$ cat src/rtl/filter_engine.sv
// filter_engine: block moving-average filter answering the filter_enable/filter_done handshake
module filter_engine #(
  parameter int DATA_W    = 8,
  parameter int WIN_LOG2  = 2,
  parameter int BLOCK_LEN = 8
) (
  input  logic              clk,
  input  logic              reset,
  input  logic              filter_enable,
  input  logic [DATA_W-1:0] sample_in,
  input  logic              sample_valid,
  output logic              sample_ready,
  output logic [DATA_W-1:0] filt_out,
  output logic              filt_valid,
  output logic              filter_done
);
  localparam int TAPS = 1 << WIN_LOG2;
  localparam int SW = DATA_W + WIN_LOG2;
  localparam logic [7:0] LAST = 8'(BLOCK_LEN);
  typedef enum logic [1:0] {IDLE, RUN, DONE} state_t;
  state_t state, state_nx;
  logic [TAPS-1:0][DATA_W-1:0] taps;
  logic [SW-1:0] sum, sum_nx;
  logic [7:0] count;
  logic accept, clear;
  always_ff @(posedge clk or posedge reset)
    if (reset) state <= IDLE;
    else state <= state_nx;
  always_comb begin
    state_nx = state == IDLE ? (accept ? (LAST == 8'd1 ? DONE : RUN) : IDLE)
             : state == RUN  ? (!filter_enable ? IDLE
                               : (accept && count + 8'd1 == LAST) ? DONE : RUN)
             : IDLE;
  end
  always_comb begin
    sample_ready = filter_enable && (state == IDLE || state == RUN);
    filter_done  = state == DONE;
  end
  // Abort and end-of-job both restart the window from zero.
  assign accept = sample_valid && sample_ready;
  assign clear  = state == DONE || (state == RUN && !filter_enable);
  assign sum_nx = sum + SW'(sample_in) - SW'(taps[TAPS-1]);
  always_ff @(posedge clk or posedge reset)
    if (reset) begin
      taps       <= '0;
      sum        <= '0;
      count      <= '0;
      filt_out   <= '0;
      filt_valid <= 1'b0;
    end else begin
      filt_valid <= accept;
      if (accept) filt_out <= DATA_W'(sum_nx >> WIN_LOG2);
      if (clear) begin
        taps  <= '0;
        sum   <= '0;
        count <= '0;
      end else if (accept) begin
        taps  <= {taps[TAPS-2:0], sample_in};
        sum   <= sum_nx;
        count <= count + 8'd1;
      end
    end
endmodule
$ cat config.mk
export PLATFORM = sky130hd
export DESIGN_NAME = filter_engine
export DESIGN_NICKNAME = d
export VERILOG_FILES = /design/src/rtl/filter_engine.sv
export SDC_FILE = /design/constraint.sdc
export NUM_CORES = 1
export LEC_CHECK = 0
export ABC_AREA = 1
export BUFFER_PORTS_ARGS = -buffer_cell sky130_fd_sc_hd__buf_2
export CORE_MARGIN = 1.5
export CORE_UTILIZATION = 50
export DETAILED_ROUTE_END_ITERATION = 10
export PLACE_DENSITY = 0.68
export SLEW_MARGIN = 15
export SYNTH_ARGS = -nofsm -noshare
export SYNTH_HDL_FRONTEND = slang
export SYNTH_SLANG_ARGS = --single-unit
$ cat constraint.sdc
create_clock -name clk -period 6.2 [get_ports clk]
set_input_delay 0.62 -clock clk [delete_from_list [all_inputs] [get_ports clk]]
set_output_delay 0.62 -clock clk [all_outputs]
set_load 0.02 [all_outputs]
# After elaboration in Yosys (flattened, before gate mapping)
# Index checks and enable logic that the tools add are counted.
# op_classes
add_sub_neg,3
eq_ne,3
n_mux,11
n_reduce_logical,9
# op_table
operator,count
$mux W32,2
$mux W10,2
$mux W8,2
$add A10 B8 Y10,1
$sub A10 B8 Y10,1
$add A8 B1 Y8 const B,1
$eq A8 B4 Y1 const B,1
$mux W2,4
$logic_and A1 B1 Y1,4
$eq A2 B1 Y1 const B,1
$eq A2 B2 Y1 const B,1
$logic_not A2 Y1,1
$logic_or A1 B1 Y1,2
$reduce_bool A2 Y1,1
$logic_not A1 Y1,1
$mux W1,1
# word_totals
register_bits,61
out_inout_bits,11
word_cells,35

# Depth between registers and ports, before layout
# Gate-level depths: netlist of run 1.
# logic_depth
depth_word,9
depth_mapped,13
ltp_nobuf,13

# Worst setup path before layout of run 1
# No wires, ideal clock.
# synth_timing
path_type,input to register
from,in sample_in[3]
to,reg filt_out[4]
setup_time_ns,0.128
arrival_time_ns,2.209
t_required_ns,6.072
setup_slack_ns,3.863
path_stages,9
n_path_buf,0
path_cell_list,inv_1 fa_1 inv_1 ha_1 or2_2 nand3b_1 nand2_1 o21ai_0 nand2_1
# synth_via
elab_chain_len,2
# synth_lines
item,line,source
"start, declared",10,"input logic [DATA_W-1:0] sample_in,"
$add A10 B8 Y10,42,assign sum_nx = sum + SW'(sample_in) - SW'(taps[TAPS-1]);
$sub A10 B8 Y10,42,
"end signal, assigned",52,if (accept) filt_out <= DATA_W'(sum_nx >> WIN_LOG2);
"end, declared",13,"output logic [DATA_W-1:0] filt_out,"
# No other way between the ends.
# A chain may end at the register's enable or synchronous reset.

# Worst setup path in the final report of run 1
# layout_timing
from,in filter_enable
to,reg count[0]
# layout_via
elab_chain_len,4
# layout_lines
item,line,source
"start, declared",9,"input logic filter_enable,"
$logic_not A1 Y1,41,assign clear = state == DONE || (state == RUN && !filter_enable);
$logic_and A1 B1 Y1,41,
$logic_or A1 B1 Y1,41,
$mux W8 / $reduce_bool A2 Y1 (equally long branches),-,
"end signal, assigned",60,count <= count + 8'd1;
"end, declared",24,logic [7:0] count;
# Several ways; a longest one is shown, not always the timed one.

==> results of run 1 <==
placed cells by master (no fill, tap or decap), drive strengths merged:
cell    instances
fa              8
ha             12
or2             2
o21ai          25
xor2            2
o21a            1
clkinv          1
o21bai          1
dfrtp          61
bufinv          3
buf            23
nand3          16
nor2           18
nand4           2
clkbuf         11
o22ai          24
a21oi           7
inv            79
nand2          95
nand3b          2
final cells by class:
class | count | area [µm²]
sequential | 61 | 1530
clock inverter | 4 | 95.1
tap | 75 | 93.8
multi-input combinational | 215 | 1220
clock buffer | 11 | 151
fill | 542 | 2460
inverter | 79 | 297
timing repair buffer | 23 | 118
worst max-delay path by stage:
stage | start | endpoint | cells after the start
after global routing | filter_enable | taps[28] | 8
after CTS | filter_enable | taps[28] | 8
after floorplan | sample_in[3] | filt_out[4] | 9
after detailed placement | filter_enable | taps[28] | 8
after global placement | filter_enable | taps[29] | 8
final | filter_enable | count[0] | 8
flip-flops by register name, summed over array words and instances (netlist names):
| register | cells |
|---|---|
| taps | 32 |
| count | 8 |
| filt_valid | 1 |
| state | 2 |
| sum | 10 |
| filt_out | 8 |
routing by layer:
layer,wire length [µm],up-vias
li1,-,1187
met1,3000,1076
met2,2510,45
met3,203,10
met4,116,0
met5,0,-
critical path, cell delays in order:
cell     delay [ns]
buf_2          0.10
inv_1          0.12
nor2_4         0.05
nand2_2        0.65
nand3_2        0.80
inv_2          0.50
nand2_1        0.09
o21ai_0        0.09
through the flow:
stage          power, mW  utilization
3_3_place_gp        1.09        0.546
4_1_cts             1.55        0.587
5_1_grt             1.67        0.587
3_5_place_dp        1.11        0.546
2_1_floorplan      0.975            -
6_report            1.55        0.587
power breakdown:
part | internal (mW) | switching (mW)
combinational | 0.212 | 0.365
sequential | 0.485 | 0.0433
clock | 0.286 | 0.153
total | 0.983 | 0.562
logic make-up after synthesis:
| group | count (synthesis) | share of synthesized area |
|---|---|---|
| and+or+nand+nor | 135 | 0.182 |
| buffers and inverters | 89 | 0.115 |
| DFF | 61 | 0.492 |
| AOI/OAI and AO/OA | 58 | 0.105 |
| adders and majority gates | 20 | 0.100 |
| xor gates and xnor gates | 2 | 0.00565 |
==> reports/results.txt, run 1 <==
via count of the routed design = 2,318
top-count cell post-synth = nand2_1
R2R cell count = 6
CP Data Required Time = 6.44 ns
RSZ-0062 raised after global routing = false
Routed Antenna Nets = 0
met2 usage = 0.302
Worst-path clk slew = 0.07 ns
Routed Wire Length = 5820 µm
met1 usage = 0.282
Final setup viols = 0
Power Dens Cells = 442 nW/µm²
area leader, netlist = dfrtp_1
clock sinks = 61
synthesized flop and latch total = 61
Max-Cap Viols = 0
Total Negative Setup Slacks = 0 ns
Layout Nets = 421
Post-CTS Hold Fix Bufs = 0
arrival time worst endpoint = 3.03 ns
Post-Layout Inst Area = 3500 µm²
vias in the first global route = 2,321
Hold Startpoint = filt_out[3]
most common flop cell mapped by yosys = dfrtp_1
crit share post-route = 0.450
CTS root buf = clkbuf_8
routing usage on met3 = 0.0400
worst setup path class = primary input to flip-flop
sequential-to-total area share from yosys stat = 0.492
ant diodes = 0
outcome = completed
die height = 81.7 µm
hold path depth = 2
Final WS setup = 3.41 ns
row count = 28
post-synth top area share = 0.492
final period demand of the worst path = 2.79 ns
first-pass GRT wire length = 10,100 µm
Final Non-Filler Cells = 468
area grow syn2layout = 12.8%
Max Slew Vio Count = 0
drt via density = 4.95
post-synthesis async set-or-reset flop share = 1.00
Core Area = 5960 µm²
drt first-iter violations = 95
gpl congestion = 0.826
Layout Skew = 0.00983 ns
number of synthesized flops with an enable pin = 0
Yosys Warn Count = 0
antenna violations before repair = 0
Critical R2R Launch = state[1]
crit-path max FO = 48
leakage = 1.86 nW
VDD IR max = 0.000222 V
worst-skew pair later-pin latency = 0.34 ns
CTS tree = yes
CP Capture Type = flip-flop
initial core utilization = 0.521
GRT Residual Overflow = 0
Post-synth top cells = 94 x nand2_1, 77 x inv_1, 61 x dfrtp_1
Startpoint Class = primary input
Pre-Repair DR Iteration Count = 4
pin count of the biggest net entering global routing = 62
RR Endpoint = count[0]
Final Hold Vio Count = 0
Hold Path Sink = filt_out[3]
Die Area = 6680 µm²
Distinct cells, synth = 26
placed insts = 453
highest clock rate = 358 MHz
PostCTS Resize Cnt = 0
H-tree depth = 3
Die W = 81.7 µm
Post-Syn Area = 3100 µm²
Synth Net Count = 397
hold_ws = 0.479 ns
Tightest Pin Transition = 0.897 ns
Hold WC Path Type = flip-flop to flip-flop
input/output buffers = 22
relative slew slack = 0.400
IO Pins = 23
Overall Global Routing Usage = 0.203
most used routing layer = met2
dpl hpwl = 3960 µm
Max Buffers Root-to-Sink = 2
syn_area_per_cell = 8.49 µm²
pre-CTS setup slack = 3.06 ns
share of layout cells above drive strength 1 = 0.122
DR WL/cell = 12.4 µm
Syn Inst Count = 365
Setup Buffers After CTS = 0
CTS buffer count = 9
Placement Cell Area = 3250 µm²
FF-to-FF setup slack = 3.49 ns
DRC viols = 0
largest cells by area after synthesis = dfrtp_1 49%, nand2_1 11%, inv_1 9.3%
(Power assumes the default switching activity.)
==> inputs of run 2 (changes only) <==
--- a/config.mk
+++ b/config.mk
@@ -10,7 +10,7 @@
 export CORE_MARGIN = 1.5
 export CORE_UTILIZATION = 50
 export DETAILED_ROUTE_END_ITERATION = 10
-export PLACE_DENSITY = 0.68
+export PLACE_DENSITY = 0.71
 export SLEW_MARGIN = 15
 export SYNTH_ARGS = -nofsm -noshare
 export SYNTH_HDL_FRONTEND = slang
==> constraint.sdc (replaced) <==
create_clock -name clk -period 2.5 [get_ports clk]
set_input_delay 0.25 -clock clk [delete_from_list [all_inputs] [get_ports clk]]
set_output_delay 0.25 -clock clk [all_outputs]
set_load 0.02 [all_outputs]
==> run 2 against run 1 <==
Clock-buffer cell count increased by 1. Critical path type is now flip-flop to flip-flop. Hold slack got worse by 0.48 ns. Largest cell class unchanged. Via count increased by 0.52%. Utilization is 0.44 points lower. Routed wire length shrank 1.6%. Clock skew rose by 0.00068 ns. Register-to-register slack got worse by 3.2 ns. Sequential power increased by 150%. Total power up 130%. Clock power grew 95%. Worst setup slack worse by 3.1 ns. Design area shrank 0.75%.
==> reports/results.txt, run 2 (synthesis gave the netlist of run 1 again) <==
Tightest Pin Transition = 0.662 ns
dpl hpwl = 4090 µm
pin count of the biggest net entering global routing = 48
commonest non-fill, non-tap cells in the layout = 94 x nand2_1, 76 x inv_1, 61 x dfrtp_1
CP endpoint = filt_out[4]
Startpoint Class = flip-flop
drt first-iter violations = 127
CP Data Required Time = 2.71 ns
H-tree depth = 3
Layout Nets = 423
CTS buffer count = 9
ant diodes = 0
max FFs per register = 32
Final setup viols = 0
FF-to-FF setup slack = 0.31 ns
Max-Cap Viols = 0
VDD IR max = 0.000549 V
Core Area = 5960 µm²
Levels on crit path = 9
CP Buf/Inv Count = 1
vias in the first global route = 2,164
most frequent CP cell = nand2_1
R2R cell count = 9
Pre-Repair DR Iteration Count = 4
crit-path max FO = 3
antenna violations before repair = 0
CTS tree = yes
Hold WC Path Type = primary input to asynchronous set/reset pin
highest clock rate = 457 MHz
die height = 81.7 µm
DRC viols = 0
Max Buffers Root-to-Sink = 2
Overall Global Routing Usage = 0.195
Worst-path clk slew = 0.07 ns
initial core utilization = 0.521
share of layout cells above drive strength 1 = 0.124
PostCTS Resize Cnt = 0
Final Hold Vio Count = 0
Routed Wire Length = 5730 µm
Critical R2R Launch = taps[25]
Die Area = 6680 µm²
Setup Buffers After CTS = 0
GRT Residual Overflow = 0
row count = 28
final period demand of the worst path = 2.19 ns
Total Negative Setup Slacks = 0 ns
CTS root buf = clkbuf_8
most common cell after layout, fill and taps aside = nand2_1
Layout Skew = 0.0105 ns
Die W = 81.7 µm
RSZ-0062 raised after global routing = false
Layout Utilization = 0.583
clock sinks = 61
CP Capture Type = flip-flop
Post-CTS Hold Fix Bufs = 0
worst-skew pair later-pin latency = 0.34 ns
CP top delay family = adder cells
DR WL/cell = 12.2 µm
leakage = 1.85 nW
Worst Setup SP = taps[25]
first-pass GRT wire length = 9610 µm
filler instances = 555
biggest regs = taps (32), sum (10)
via count of the routed design = 2,330
CP max-delay cell = fa_1
Routed Antenna Nets = 0
register area = 1530 µm²
RR Endpoint = filt_out[4]
Multi-input gate area = 1220 µm²
Max stage delay on crit path = 0.52 ns
Max Slew Vio Count = 0
input/output buffers = 22
Biggest register = taps
drt via density = 4.95
gpl congestion = 0.856
relative slew slack = 0.558
arrival time worst endpoint = 2.40 ns
total chip power = 3.59 mW
area grow syn2layout = 12.0%
IO Pins = 23
worst setup path class = flip-flop to flip-flop
crit share post-route = 0.876
outcome = completed
Power Dens Cells = 1030 nW/µm²
crit-path cells = fa_1, inv_1, fa_1, nand2_1, nand2_1, nand3b_1, nand2_1, o21ai_0, nand2_1
[run 2: changes by cell type in the layout (fill, tap and decap cells not counted)]
| cell | before | now |
|---|---|---|
| buf_12 | 0 | 1 |
| clkinvlp_4 | 0 | 1 |
| clkbuf_1 | 0 | 2 |
| clkinv_2 | 1 | 2 |
| buf_4 | 1 | 2 |
| clkbuf_8 | 11 | 10 |
| bufinv_16 | 3 | 1 |
[run 2: power by group]
part	switching, mW	leakage (nW)	total, mW	internal (mW)
logic	0.886	0.953	1.41	0.529
registers	0.112	0.798	1.32	1.20
clock network	0.375	0.0964	0.859	0.485
[run 2: routing by layer]
| metal | track usage | wire [µm] |
|---|---|---|
| met1 | 0.273 | 2970 |
| met2 | 0.274 | 2480 |
| met3 | 0.0500 | 174 |
| met4 | 0.110 | 98 |
| met5 | 0 | 0 |
[run 2: final cells by class]
| type | count | area share |
|---|---|---|
| timing repair buffer | 25 | 0.0418 |
| clock buffer | 12 | 0.0418 |
| sequential | 61 | 0.440 |
| tap | 75 | 0.0270 |
| multi-input combinational | 215 | 0.351 |
| inverter | 79 | 0.0854 |
| clock inverter | 4 | 0.0137 |
[run 2: how the worst min path moves through the flow]
stage            startpoint        to  slack (ns)  cells past startpoint
6_report              reset  taps[23]      0.0004                      2
5_1_grt               reset  taps[13]        0.05                      2
4_1_cts               reset   taps[9]        0.03                      2
3_5_place_dp          reset   taps[6]        0.39                      2
3_3_place_gp          reset   taps[7]        0.39                      2
2_1_floorplan  sample_in[0]   taps[0]        0.37                      2
[run 2: stage by stage]
step	area (µm²)	std cells	setup WS (ns)	hold slack, ns
CTS	3470	471	0.305	0.0273
floorplan	3100	365	0.481	0.371
detailed placement	3280	455	0.293	0.394
global placement	3280	455	0.340	0.393
global route	3470	471	0.149	0.0514
finish	3470	471	0.311	0.000385
==> inputs of run 3 (changes only) <==
--- a/config.mk
+++ b/config.mk
@@ -7,10 +7,12 @@
 export LEC_CHECK = 0
 export ABC_AREA = 1
 export BUFFER_PORTS_ARGS = -buffer_cell sky130_fd_sc_hd__buf_2
+export CELL_PAD_IN_SITES_DETAIL_PLACEMENT = 1
+export CELL_PAD_IN_SITES_GLOBAL_PLACEMENT = 2
 export CORE_MARGIN = 1.5
-export CORE_UTILIZATION = 50
+export CORE_UTILIZATION = 33
 export DETAILED_ROUTE_END_ITERATION = 10
-export PLACE_DENSITY = 0.71
+export PLACE_DENSITY_LB_ADDON = 0.1
 export SLEW_MARGIN = 15
 export SYNTH_ARGS = -nofsm -noshare
 export SYNTH_HDL_FRONTEND = slang
==> run 3 against run 2 <==
Total power rose by 5.8%. Worst setup slack lost 0.11 ns. Hold slack gained 0.16 ns. Routed wire length grew 23%. Clock-buffer cell count unchanged. Sequential share of layout area down 1.3 points. Largest cell class unchanged. Highest routed layer unchanged.
==> reports/results.txt, run 3 (synthesis gave the netlist of run 1 again) <==
worst setup path class = flip-flop to flip-flop
Startpoint Class = flip-flop
Die W = 99.9 µm
share of layout cells above drive strength 1 = 0.130
via count of the routed design = 2,371
CTS buffer count = 9
Worst-path clk slew = 0.07 ns
Max stage delay on crit path = 0.51 ns
CP Capture Type = flip-flop
leakage = 1.88 nW
GRT Residual Overflow = 0
outcome = completed
hold path depth = 3
crit-path cells = fa_1, inv_1, fa_1, nand2_1, nand2_1, nand3b_1, nand2_1, o21ai_1, nand2_1
biggest regs = taps (32), sum (10)
dpl hpwl = 5050 µm
crit-path max FO = 3
Tightest Pin Transition = 0.608 ns
arrival time worst endpoint = 2.51 ns
DR WL/cell = 13.9 µm
first-pass GRT wire length = 12,900 µm
RSZ-0062 raised after global routing = false
Final setup viols = 0
pre-CTS setup slack = 0.0173 ns
Routed Wire Length = 7070 µm
Power Dens Cells = 1060 nW/µm²
initial core utilization = 0.339
total chip power = 3.80 mW
Max Buffers Root-to-Sink = 2
IO Pins = 23
highest clock rate = 436 MHz
gpl congestion = 0.784
Overall Global Routing Usage = 0.166
H-tree depth = 3
max FFs per register = 32
crit share post-route = 0.918
clock sinks = 61
Layout Utilization = 0.391
Routed Antenna Nets = 0
most common cell after layout, fill and taps aside = nand2_1
Final Hold Vio Count = 0
Routed met3 length = 135 µm
drt via density = 4.65
vias in the first global route = 2,660
DRC viols = 0
top sig layer = met4
relative slew slack = 0.594
commonest non-fill, non-tap cells in the layout = 94 x nand2_1, 76 x inv_1, 61 x dfrtp_1
Hold WC Path Type = primary input to flip-flop
most frequent CP cell = nand2_1
CP max-delay cell = fa_1
ant diodes = 0
Total Negative Setup Slacks = 0 ns
R2R cell count = 9
pin count of the biggest net entering global routing = 36
Core Area = 9150 µm²
Layout Nets = 426
Max-Cap Viols = 0
CTS root buf = clkbuf_8
Max Slew Vio Count = 0
Levels on crit path = 9
final period demand of the worst path = 2.30 ns
die height = 99.9 µm
Layout Skew = 0.00797 ns
Biggest register = taps
Die Area = 9990 µm²
antenna violations before repair = 0
drt first-iter violations = 56
Final WS setup = 0.205 ns
met2 WL = 3030 µm
Setup Buffers After CTS = 0
row count = 35
VDD IR max = 0.000308 V
CTS tree = yes
Pre-Repair DR Iteration Count = 4
WL met1 = 3760 µm
input/output buffers = 22
CP Buf/Inv Count = 1
hold_ws = 0.156 ns
area grow syn2layout = 15.3%
worst-skew pair later-pin latency = 0.34 ns
CP top delay family = adder cells
filler instances = 1,118
CP Data Required Time = 2.71 ns
run 3: changes by cell type in the layout (fill, tap and decap cells not counted):
| cell | previous run | this run |
|---|---|---|
| clkbuf_1 | 2 | 1 |
| clkbuf_8 | 10 | 11 |
| bufinv_16 | 1 | 2 |
| buf_4 | 2 | 4 |
| o21ai_1 | 2 | 3 |
| o21ai_0 | 23 | 22 |
| clkinvlp_4 | 1 | 0 |
| dlygate4sd3_1 | 0 | 1 |
run 3: final timing paths:
check,from,endpoint,slack [ns]
min in group asynchronous,reset,taps[18],0.52
worst min-delay path,sample_in[0],taps[0],0.16
max in group asynchronous,reset,sum[0],1.35
worst max-delay path,taps[25],sum[6],0.20
worst min register to register,filt_out[4],filt_out[4],0.48
worst max register to register,taps[25],sum[6],0.20
run 3: area by class of cell:
cell class / instances / area (µm²) / share of cell area
timing repair buffer: 28 / 170 / 0.0476
clock inverter: 4 / 70.1 / 0.0196
tap: 111 / 139 / 0.0389
inverter: 79 / 297 / 0.0830
multi-input combinational: 215 / 1220 / 0.341
clock buffer: 12 / 155 / 0.0434
sequential: 61 / 1530 / 0.427
run 3: timing repair:
item	4_1_cts	5_1_grt
hold endpoints to repair	26	0
hold buffers	1	0
gates resized for setup	0	1
setup endpoints to repair	0	2
run 3: worst min-delay path, stage by stage:
cell	delay (ns)
buf_2	0.09
nand2_1	0.05
o21ai_0	0.07
run 3: metrics by stage:
stage	std cells	area, µm²
2_1_floorplan	365	3100
3_3_place_gp	493	3340
3_5_place_dp	493	3340
4_1_cts	510	3570
5_1_grt	510	3570
6_report	510	3570
run 3: metal layers:
metal / global-route usage / vias up
met1: 0.238 / 1147
met4: 0.0715 / 0
met5: 0 / -
met3: 0.0292 / 10
met2: 0.246 / 23
li1: - / 1191
run 3: power by group:
part           leakage (nW)  switching, mW  internal, mW  total (mW)
registers             0.798          0.105          1.20        1.31
clock network         0.116          0.393         0.613        1.01
logic                 0.967          0.946         0.538        1.48
